--- src/rtl/ps2_rx_stream.sv ---
// PS/2 device-to-host receiver: line conditioning, 11-bit framing FSM, byte FIFO, valid/ready output.
// Define PS2_PREFIX_DECODE_EN to fold 0xE0/0xF0 prefixes into the code_ext/code_break flags.

module ps2_rx_stream #(
   parameter int CLK_FREQ        = 50_000_000,
   parameter int DEBOUNCE_CYCLES = 8,
   parameter int TIMEOUT_US      = 2000,
   parameter int FIFO_DEPTH      = 8
) (
   input  logic                          clk,
   input  logic                          reset,
   input  logic                          ps2_clk,
   input  logic                          ps2_data,
   output logic                          code_valid,
   input  logic                          code_ready,
   output logic [7:0]                    code_data,
   output logic                          code_ext,
   output logic                          code_break,
   output logic                          frame_err,
   output logic                          overflow,
   output logic [$clog2(FIFO_DEPTH):0]   fifo_count,
   output logic                          busy
);

   localparam int TIMEOUT_CYCLES = CLK_FREQ / 1_000_000 * TIMEOUT_US;
   localparam int AW = $clog2(FIFO_DEPTH);
   localparam int CW = AW + 1;
   localparam int DW = $clog2(DEBOUNCE_CYCLES + 1);
   localparam int GW = $clog2(TIMEOUT_CYCLES + 1);
`ifdef PS2_PREFIX_DECODE_EN
   localparam int EW = 10;
`else
   localparam int EW = 8;
`endif
   localparam logic [DW-1:0] DEB_LAST = DW'(DEBOUNCE_CYCLES - 1);
   localparam logic [GW-1:0] TO_LAST  = GW'(TIMEOUT_CYCLES - 1);
   localparam logic [CW-1:0] FULL_CNT = CW'(FIFO_DEPTH);

   typedef enum logic [1:0] {
      ST_IDLE  = 2'd0,
      ST_SHIFT = 2'd1,
      ST_CHECK = 2'd2
   } state_t;

   // Frame is {stop, parity, D7..D0, start}; data plus parity must carry an odd number of ones.
   function automatic logic frame_ok(input logic [10:0] f);
      return (f[0] == 1'b0) && (f[10] == 1'b1) && ((^f[9:1]) == 1'b1);
   endfunction

   // Line conditioning state, index 0 = ps2_clk, index 1 = ps2_data
   logic [1:0]    sync0_r;
   logic [1:0]    sync1_r;
   logic [1:0]    filt_r;
   logic [DW-1:0] deb_cnt_r [2];
   logic          clk_filt_d_r;
   logic          fall_s;
   logic          bit_s;

   state_t        state_r;
   state_t        state_s;
   logic [3:0]    bit_cnt_r;
   logic [10:0]   shift_r;
   logic [GW-1:0] gap_cnt_r;
   logic          err_s;
   logic          good_s;
   logic          frame_err_r;
   logic          busy_r;
   logic [7:0]    byte_s;

   logic [EW-1:0] mem_r [FIFO_DEPTH];
   logic [AW-1:0] wr_ptr_r;
   logic [AW-1:0] rd_ptr_r;
   logic [CW-1:0] count_r;
   logic [CW-1:0] count_s;
   logic          code_valid_r;
   logic          overflow_r;
   logic          push_req_s;
   logic          push_s;
   logic          pop_s;
   logic          full_s;
   logic [EW-1:0] entry_s;
   logic [EW-1:0] head_s;

`ifdef PS2_PREFIX_DECODE_EN
   logic          pend_ext_r;
   logic          pend_brk_r;
`endif

   // Two-flop synchroniser followed by a stability filter on both PS/2 lines
   always_ff @(posedge clk) begin
      if (reset) begin
         sync0_r      <= 2'b11;
         sync1_r      <= 2'b11;
         filt_r       <= 2'b11;
         clk_filt_d_r <= 1'b1;
         for (int i = 0; i < 2; i++) begin
            deb_cnt_r[i] <= '0;
         end
      end else begin
         sync0_r      <= {ps2_data, ps2_clk};
         sync1_r      <= sync0_r;
         clk_filt_d_r <= filt_r[0];
         for (int i = 0; i < 2; i++) begin
            if (sync1_r[i] == filt_r[i]) begin
               deb_cnt_r[i] <= '0;
            end else if (deb_cnt_r[i] == DEB_LAST) begin
               filt_r[i]    <= sync1_r[i];
               deb_cnt_r[i] <= '0;
            end else begin
               deb_cnt_r[i] <= deb_cnt_r[i] + 1'b1;
            end
         end
      end
   end

   assign fall_s = clk_filt_d_r & ~filt_r[0];
   assign bit_s  = filt_r[1];
   assign byte_s = shift_r[8:1];

   // Framing FSM next-state and frame verdict
   always_comb begin
      state_s = state_r;
      err_s   = 1'b0;
      good_s  = 1'b0;
      case (state_r)
         ST_IDLE: begin
            if (fall_s) begin
               if (bit_s == 1'b0) begin
                  state_s = ST_SHIFT;
               end else begin
                  err_s = 1'b1;
               end
            end else begin
               state_s = ST_IDLE;
            end
         end
         ST_SHIFT: begin
            if (fall_s) begin
               if (bit_cnt_r == 4'd10) begin
                  state_s = ST_CHECK;
               end else begin
                  state_s = ST_SHIFT;
               end
            end else if (gap_cnt_r == TO_LAST) begin
               err_s   = 1'b1;
               state_s = ST_IDLE;
            end else begin
               state_s = ST_SHIFT;
            end
         end
         ST_CHECK: begin
            state_s = ST_IDLE;
            if (frame_ok(shift_r)) begin
               good_s = 1'b1;
            end else begin
               err_s = 1'b1;
            end
         end
         default: begin
            state_s = ST_IDLE;
         end
      endcase
   end

   // Framing state register, shift register, bit and gap counters
   always_ff @(posedge clk) begin
      if (reset) begin
         state_r     <= ST_IDLE;
         bit_cnt_r   <= 4'd0;
         shift_r     <= 11'd0;
         gap_cnt_r   <= '0;
         frame_err_r <= 1'b0;
         busy_r      <= 1'b0;
      end else begin
         state_r     <= state_s;
         frame_err_r <= err_s;
         busy_r      <= (state_s != ST_IDLE);
         case (state_r)
            ST_IDLE: begin
               gap_cnt_r <= '0;
               if (fall_s && (bit_s == 1'b0)) begin
                  shift_r   <= {bit_s, shift_r[10:1]};
                  bit_cnt_r <= 4'd1;
               end
            end
            ST_SHIFT: begin
               if (fall_s) begin
                  shift_r   <= {bit_s, shift_r[10:1]};
                  bit_cnt_r <= bit_cnt_r + 4'd1;
                  gap_cnt_r <= '0;
               end else begin
                  gap_cnt_r <= gap_cnt_r + 1'b1;
               end
            end
            ST_CHECK: begin
               bit_cnt_r <= 4'd0;
            end
            default: begin
               bit_cnt_r <= 4'd0;
            end
         endcase
      end
   end

`ifdef PS2_PREFIX_DECODE_EN
   // Pending prefix flags; any rejected or aborted frame forgets them
   always_ff @(posedge clk) begin
      if (reset || err_s) begin
         pend_ext_r <= 1'b0;
         pend_brk_r <= 1'b0;
      end else if (good_s) begin
         if (byte_s == 8'hE0) begin
            pend_ext_r <= 1'b1;
         end else if (byte_s == 8'hF0) begin
            pend_brk_r <= 1'b1;
         end else begin
            pend_ext_r <= 1'b0;
            pend_brk_r <= 1'b0;
         end
      end
   end
`endif

   // Push request, FIFO handshake and next occupancy
   always_comb begin
      push_req_s = 1'b0;
      entry_s    = '0;
      full_s     = 1'b0;
      pop_s      = 1'b0;
      push_s     = 1'b0;
      count_s    = count_r;
`ifdef PS2_PREFIX_DECODE_EN
      if (good_s && (byte_s != 8'hE0) && (byte_s != 8'hF0)) begin
         push_req_s = 1'b1;
         entry_s    = {pend_ext_r, pend_brk_r, byte_s};
      end else begin
         push_req_s = 1'b0;
      end
`else
      if (good_s) begin
         push_req_s = 1'b1;
         entry_s    = byte_s;
      end else begin
         push_req_s = 1'b0;
      end
`endif
      full_s = (count_r == FULL_CNT);
      pop_s  = code_valid_r & code_ready;
      push_s = push_req_s & (~full_s | pop_s);
      case ({push_s, pop_s})
         2'b10:   count_s = count_r + 1'b1;
         2'b01:   count_s = count_r - 1'b1;
         default: count_s = count_r;
      endcase
   end

   // FIFO storage, pointers, occupancy and sticky overflow
   always_ff @(posedge clk) begin
      if (reset) begin
         wr_ptr_r     <= '0;
         rd_ptr_r     <= '0;
         count_r      <= '0;
         code_valid_r <= 1'b0;
         overflow_r   <= 1'b0;
         for (int i = 0; i < FIFO_DEPTH; i++) begin
            mem_r[i] <= '0;
         end
      end else begin
         if (push_s) begin
            mem_r[wr_ptr_r] <= entry_s;
            wr_ptr_r        <= wr_ptr_r + 1'b1;
         end
         if (pop_s) begin
            rd_ptr_r <= rd_ptr_r + 1'b1;
         end
         if (push_req_s && full_s && !pop_s) begin
            overflow_r <= 1'b1;
         end
         count_r      <= count_s;
         code_valid_r <= (count_s != '0);
      end
   end

   assign head_s     = mem_r[rd_ptr_r];
   assign code_valid = code_valid_r;
   assign code_data  = code_valid_r ? head_s[7:0] : 8'h00;
`ifdef PS2_PREFIX_DECODE_EN
   assign code_ext   = code_valid_r & head_s[9];
   assign code_break = code_valid_r & head_s[8];
`else
   assign code_ext   = 1'b0;
   assign code_break = 1'b0;
`endif
   assign frame_err  = frame_err_r;
   assign overflow   = overflow_r;
   assign fifo_count = count_r;
   assign busy       = busy_r;

endmodule
--- config.mk ---
export PLATFORM = sky130hd
export DESIGN_NAME = ps2_rx_stream
export DESIGN_NICKNAME = d
export VERILOG_FILES = /design/src/rtl/ps2_rx_stream.sv
export SDC_FILE = /design/constraint.sdc
export NUM_CORES = 1
export LEC_CHECK = 0
export CORE_MARGIN = 2
export CORE_UTILIZATION = 30
export CTS_CLUSTER_DIAMETER = 80
export DETAILED_ROUTE_END_ITERATION = 16
export PLACE_DENSITY = 0.48
export SYNTH_ARGS = -nofsm -noshare
export SYNTH_HDL_FRONTEND = slang
export SYNTH_SLANG_ARGS = --single-unit
export TNS_END_PERCENT = 20
--- constraint.sdc ---
create_clock -name clk -period 4.2 [get_ports clk]
set_input_delay 0.63 -clock clk [delete_from_list [all_inputs] [get_ports clk]]
set_output_delay 0.63 -clock clk [all_outputs]
set_load 0.02 [all_outputs]
==> results of run 1 <==
## logic make-up (layout without fill, tap and decap cells)
logic type	count (synthesis)	in the layout	synth area share, %
AO/OA/AOI/OAI	73	73	7.225
XOR/XNOR	21	21	3.602
adder cells (fa/ha/maj)	8	8	1.695
buffers and inverters	32	62	2.224
flip-flops	130	130	56.27
multiplexers	29	29	8.475
other	2	10	0.1272
AND/OR/NAND/NOR	250	250	20.38
## critical path, cell delays in order, from the launching register on
cell             delay (ns)
dfxtp_1                0.86
mux4_2                 0.40
mux2i_1                0.08
nor2b_1                0.13
clkdlybuf4s50_1        0.61
## layout make-up
| class | instances | area (µm²) |
|---|---|---|
| clock buffer | 20 | 467.9 |
| tap | 265 | 331.6 |
| timing repair buffer | 24 | 225.2 |
| clock inverter | 12 | 77.57 |
| sequential | 130 | 3323 |
| inverter | 6 | 22.52 |
| fill | 1973 | 12470 |
| multi-input combinational | 391 | 2481 |
## stage by stage
step	hold WS (ns)	utilization (%)	cell area [µm²]	instances
5_1_grt	0.4180	35.72	6929	848
4_1_cts	0.4133	35.72	6929	848
3_3_place_gp	0.3974	32.91	6384	816
6_report	0.4087	35.72	6929	848
3_5_place_dp	0.3998	32.91	6384	816
2_1_floorplan	0.3895	-	5936	553
## metal layers
layer,vias to the layer above,track usage [%]
met5,-,0
met4,0,4.343
met3,9,3.212
met2,65,20.90
met1,1910,17.09
li1,1973,-
## sequential cells by signal, summed over array words and instances (netlist names), 3 cells and up, named ones only
signal,count
mem_r,64
gap_cnt_r,17
shift_r,11
deb_cnt_r,8
bit_cnt_r,4
fifo_count,4
rd_ptr_r,3
wr_ptr_r,3
## power by group through the flow
stage	clock network, mW	logic [mW]	registers (mW)
floorplan	0	0.228	1.46
global placement	0	0.336	1.47
detailed placement	0	0.342	1.47
CTS	1.38	0.343	1.44
global route	1.44	0.367	1.45
finish	1.35	0.337	1.44
## synth_stat cells, drive strengths merged (2+ instances only)
master,instances
a211o,2
a211oi,2
a21o,3
a21oi,31
a22oi,5
a31oi,6
and2,10
and3,4
and3b,3
buf,7
clkbuf,19
conb,2
dfxtp,58
edfxtp,72
ha,8
inv,6
mux2,2
mux2i,11
mux4,16
nand2,41
nand2b,9
nand3,13
nand4,3
nor2,118
nor2b,11
nor3,14
o21ai,21
or2,8
or3,7
or4,3
xnor2,9
xor2,10
## worst max path at each step
stage	start	endpoint	slack, ns	depth (start not counted)
floorplan	register	code_data[5]	1.80	5
global placement	code_ready	mem_r[1][5]	1.34	7
detailed placement	code_ready	mem_r[2][4]	1.26	7
CTS	register	code_data[1]	1.04	4
global route	register	code_data[4]	0.95	4
finish	register	code_data[4]	1.07	4
==> impl_metrics.ini, run 1 <==
[job]
drv_cap = 0

[synth]
ys_seq_area_share_pct = 56.27
ys.warnings.count = 0
synth_edf_count = 72
synth.area.top_cells = edfxtp_1 37%, dfxtp_1 20%, nor2_1 7.4%
synthCells = 545
ys_seq_elements = 130
synth_area_um2 = 5906
synthDistinctLibCells = 52
synth_largest_area_cell = edfxtp_1
synth_top_area_share_pct = 36.61
ys.flop_type = edfxtp_1
synth.avg_cell_area_um2 = 10.84
synthArstFlopShare_pct = 0

[cells_and_area]
area_growth_pct = 17.33
layout-drive-gt1-share_pct = 12.01
layout_common_cells = 116 x nor2_1, 72 x edfxtp_1, 58 x dfxtp_1
antenna_cells = 0
mostFrequentLayoutCell = nor2_1
fin_nets = 583

[timing]
worst_slack_ns = 1.068
finalCriticalPeriod_ns = 3.132
worst_slew_pin_slew_ns = 1.008
period_share_pct = 74.57
drv_slew = 0
max-slew-margin-rel_pct = 32.28
tns_ns = 0
setup_violations = 0
skew_ns = 0.008331
fmaxAchievable_ghz = 0.3193
rsz0062_at_grt = false
hold_viol_final = 0

[pwr]
switching_power_mw = 0.7655
finalPower_mw = 3.129
p_seq_share_pct = 46.0
swShare_pct = 24.46
p_leak_nw = 2.343
irDropWorstVdd_mv = 0.3077
internal_power_mw = 2.364
clkPwrFrac_pct = 43.2
combPwrFrac_pct = 10.8
power_density_nw_per_um2 = 451.6

[clock_tree]
clockBufferDepth = 2
clk-insertion-delay-late_ns = 0.41
hold_buffers = 0
numCtsBuffers = 17
htree_levels = 4
clock_sinks = 130
cts_tree = yes
cts-root-buf = clkbuf_16
path_clk_slew_ns = 0.06
postCtsSetupBuffers = 0
post_cts_resized = 0

[grt]
grt_max_degree = 36
grt_pass1_wl_mm = 20.37
gr-total-overflow = 0
antenna_found_initial = 0
gr-usage-all-layers_pct = 12.97
grt_pass1_vias = 3880

[setup_path]
timing.rr.start = shift_r[4]
arrival_ns = 2.50
rrSetupSlack_ns = 1.43
reg2regPathDepth = 7
startpoint_type = register
crit_required_ns = 3.57
reg2reg_to = mem_r[2][0]
end_kind = output port
path_class = reg -> out
cp_max_fo = 16

[place]
globalplace.congestion = 0.7835
hpwl_mm = 8.906
portBuffers = 20
dpl_worst_slack_ns = 1.260

[drt]
drtPass1Iterations = 4
dr.max_layer_used = met4
viasPerCell = 4.666
totalWireLength_mm = 12.57
drtIter0Drc = 202
drt-met1-wl_mm = 6.031
drc = 0
wl_met3_um = 425
dr_wl_met2_mm = 6.022
wl_per_cell_um = 14.83
antenna_left = 0
via_count = 3957

[floorplanning]
die_area_um2 = 20820
fp.dieW_um = 144.3
fp.coreArea_um2 = 19400
start_util_pct = 30.44
row_count = 51
chipHeight_um = 144.3
pin_count = 23

[worst_hold_path]
min_to = sync1_r[0]
hp-class = reg -> reg
hp-start = sync0_r[0]
min_path_cells = 1

[run_status]
status = finished, final reports clean
No activity file was read; power rests on OpenSTA's default activity.
==> run 2: changes to the inputs <==
--- a/config.mk
+++ b/config.mk
@@ -9,7 +9,7 @@
 export CORE_UTILIZATION = 30
 export CTS_CLUSTER_DIAMETER = 80
 export DETAILED_ROUTE_END_ITERATION = 16
-export PLACE_DENSITY = 0.48
+export PLACE_DENSITY = 0.5
 export SYNTH_ARGS = -nofsm -noshare
 export SYNTH_HDL_FRONTEND = slang
 export SYNTH_SLANG_ARGS = --single-unit
==> constraint.sdc (replaced) <==
create_clock -name clk -period 2.6 [get_ports clk]
set_input_delay 0.39 -clock clk [delete_from_list [all_inputs] [get_ports clk]]
set_output_delay 0.39 -clock clk [all_outputs]
set_load 0.02 [all_outputs]
==> impl_metrics.ini, run 2 (same netlist as run 1, synthesis figures left out) <==
[run_status]
status = finished, final reports clean

[pwr]
combPwrFrac_pct = 10.3
clkPwrFrac_pct = 46.5
internal_power_mw = 4.058
power_density_nw_per_um2 = 747.2
p_leak_nw = 2.511
irDropWorstVdd_mv = 0.4127
switching_power_mw = 1.314
swShare_pct = 24.45
p_seq_share_pct = 43.2

[place]
hpwl_mm = 8.674
globalplace.congestion = 0.8018
portBuffers = 20
postPlaceCellArea_um2 = 6524

[cells_and_area]
largest_register_ffs = 64
reg_top3 = mem_r (64), gap_cnt_r (17), shift_r (11)
fin_nets = 604
antenna_cells = 0
layout_common_cells = 116 x nor2_1, 72 x edfxtp_1, 55 x dfxtp_1
regMostFlops = mem_r
fillCellCount = 1945
ff_latch_area_um2 = 3327
design_area_um2 = 7189
multi_input_area_um2 = 2505
mostFrequentLayoutCell = nor2_1
area_growth_pct = 21.74
layout-drive-gt1-share_pct = 16.56

[setup_path]
arrival_ns = 2.12
path_class = reg -> out
startpoint_type = register
end_kind = output port
crit_required_ns = 2.21
cp_max_fo = 16

[clock_tree]
cts-root-buf = clkbuf_16
clockBufferDepth = 2
numCtsBuffers = 17
clk-insertion-delay-late_ns = 0.42
clock_sinks = 130
path_clk_slew_ns = 0.06
htree_levels = 4
hold_buffers = 0
cts_tree = yes

[timing]
period_share_pct = 96.65
holdWs_ns = 0.4141
finalCriticalPeriod_ns = 2.513
worst_slew_pin_slew_ns = 0.6466
fmaxAchievable_ghz = 0.3980
skew_ns = 0.007456
max-slew-margin-rel_pct = 56.73
setup_violations = 0
hold_viol_final = 0
drv_slew = 0

[floorplanning]
start_util_pct = 30.44
fp.dieW_um = 144.3
chipHeight_um = 144.3
pin_count = 23
row_count = 51
fp.coreArea_um2 = 19400
die_area_um2 = 20820

[job]
drv_cap = 0

[grt]
antenna_found_initial = 0
grt_pass1_wl_mm = 20.87
gr-usage-all-layers_pct = 13.11
gr-total-overflow = 0
grt_pass1_vias = 3982
grt_max_degree = 38

[drt]
antenna_left = 0
totalWireLength_mm = 12.64
wl_per_cell_um = 14.54
via_count = 4080
viasPerCell = 4.695
drtPass1Iterations = 4
drtIter0Drc = 287
drc = 0

[worst_hold_path]
hp-class = reg -> reg
[run 2: changes by cell type in the layout (fill, tap and decap cells not counted), moves of 2 or more]
cell	delta
buf_4	+20
clkdlybuf4s50_1	-8
dlygate4sd2_1	+8
clkinv_2	-5
inv_6	+4
bufinv_16	+3
dfxtp_1	-3
dfxtp_2	+3
clkinv_4	+2
xnor2_1	-2
xnor2_2	+2
[run 2: path summary, 6_finish.rpt]
kind / slack (ns) / endpoint / from / cells past startpoint
max: 0.09 / code_data[7] / register / 5
max reg2reg: 0.17 / code_valid / shift_r[6] / 10
min reg2reg: 0.41 / sync1_r[1] / sync0_r[1] / 1
min: 0.41 / sync1_r[1] / sync0_r[1] / 1
[run 2: worst max-delay path, stage by stage (launching register included)]
cell           delay [ns]
dfxtp_1              0.35
buf_12               0.19
mux4_2               0.56
mux2i_2              0.20
nor2b_1              0.06
dlygate4sd2_1        0.32
[run 2: cell type report]
cell class                      count  share of cell area (%)
Sequential cell                   130                   46.28
Multi-Input combinational cell    391                   34.84
Clock buffer                       17                   5.917
Timing Repair Buffer               45                   5.360
Tap cell                          265                   4.612
Clock inverter                     15                   2.680
Inverter                            6                  0.3133
[run 2: per-layer routing]
metal,vias to the layer above,global-route usage [%],routed length [µm]
li1,2015,-,-
met5,-,0,0
met1,1964,16.70,5855
met2,84,21.48,6055
met4,0,5.314,203
met3,17,3.113,523
[run 2: metrics by stage]
stage | utilization [%] | setup WS, ns | power [mW] | instances | TNS [ns]
2_1_floorplan | - | 0.2344 | 2.727 | 553 | 0
3_3_place_gp | 33.63 | 0.1780 | 2.927 | 833 | 0
3_5_place_dp | 33.63 | 0.08159 | 2.939 | 833 | 0
4_1_cts | 36.76 | 0.04899 | 5.428 | 865 | 0
5_1_grt | 37.06 | -0.003067 | 5.565 | 869 | -0.003067
6_report | 37.06 | 0.08720 | 5.372 | 869 | 0
[run 2: what timing repair did]
| action | in CTS | in global routing |
|---|---|---|
| gates cloned | 0 | 0 |
| endpoints found under the hold margin | 0 | 0 |
| setup buffers | 0 | 4 |
| endpoints found under the setup margin | 8 | 3 |
| resized for setup | 8 | 8 |
| pin swaps | 0 | 4 |
[run 2: power groups by stage]
stage               Clock (mW)  Combinational, mW  Sequential, mW
finish                    2.50              0.553            2.32
global route              2.63              0.600            2.33
CTS                       2.55              0.558            2.32
detailed placement           0              0.574            2.36
global placement             0              0.566            2.36
floorplan                    0              0.369            2.36
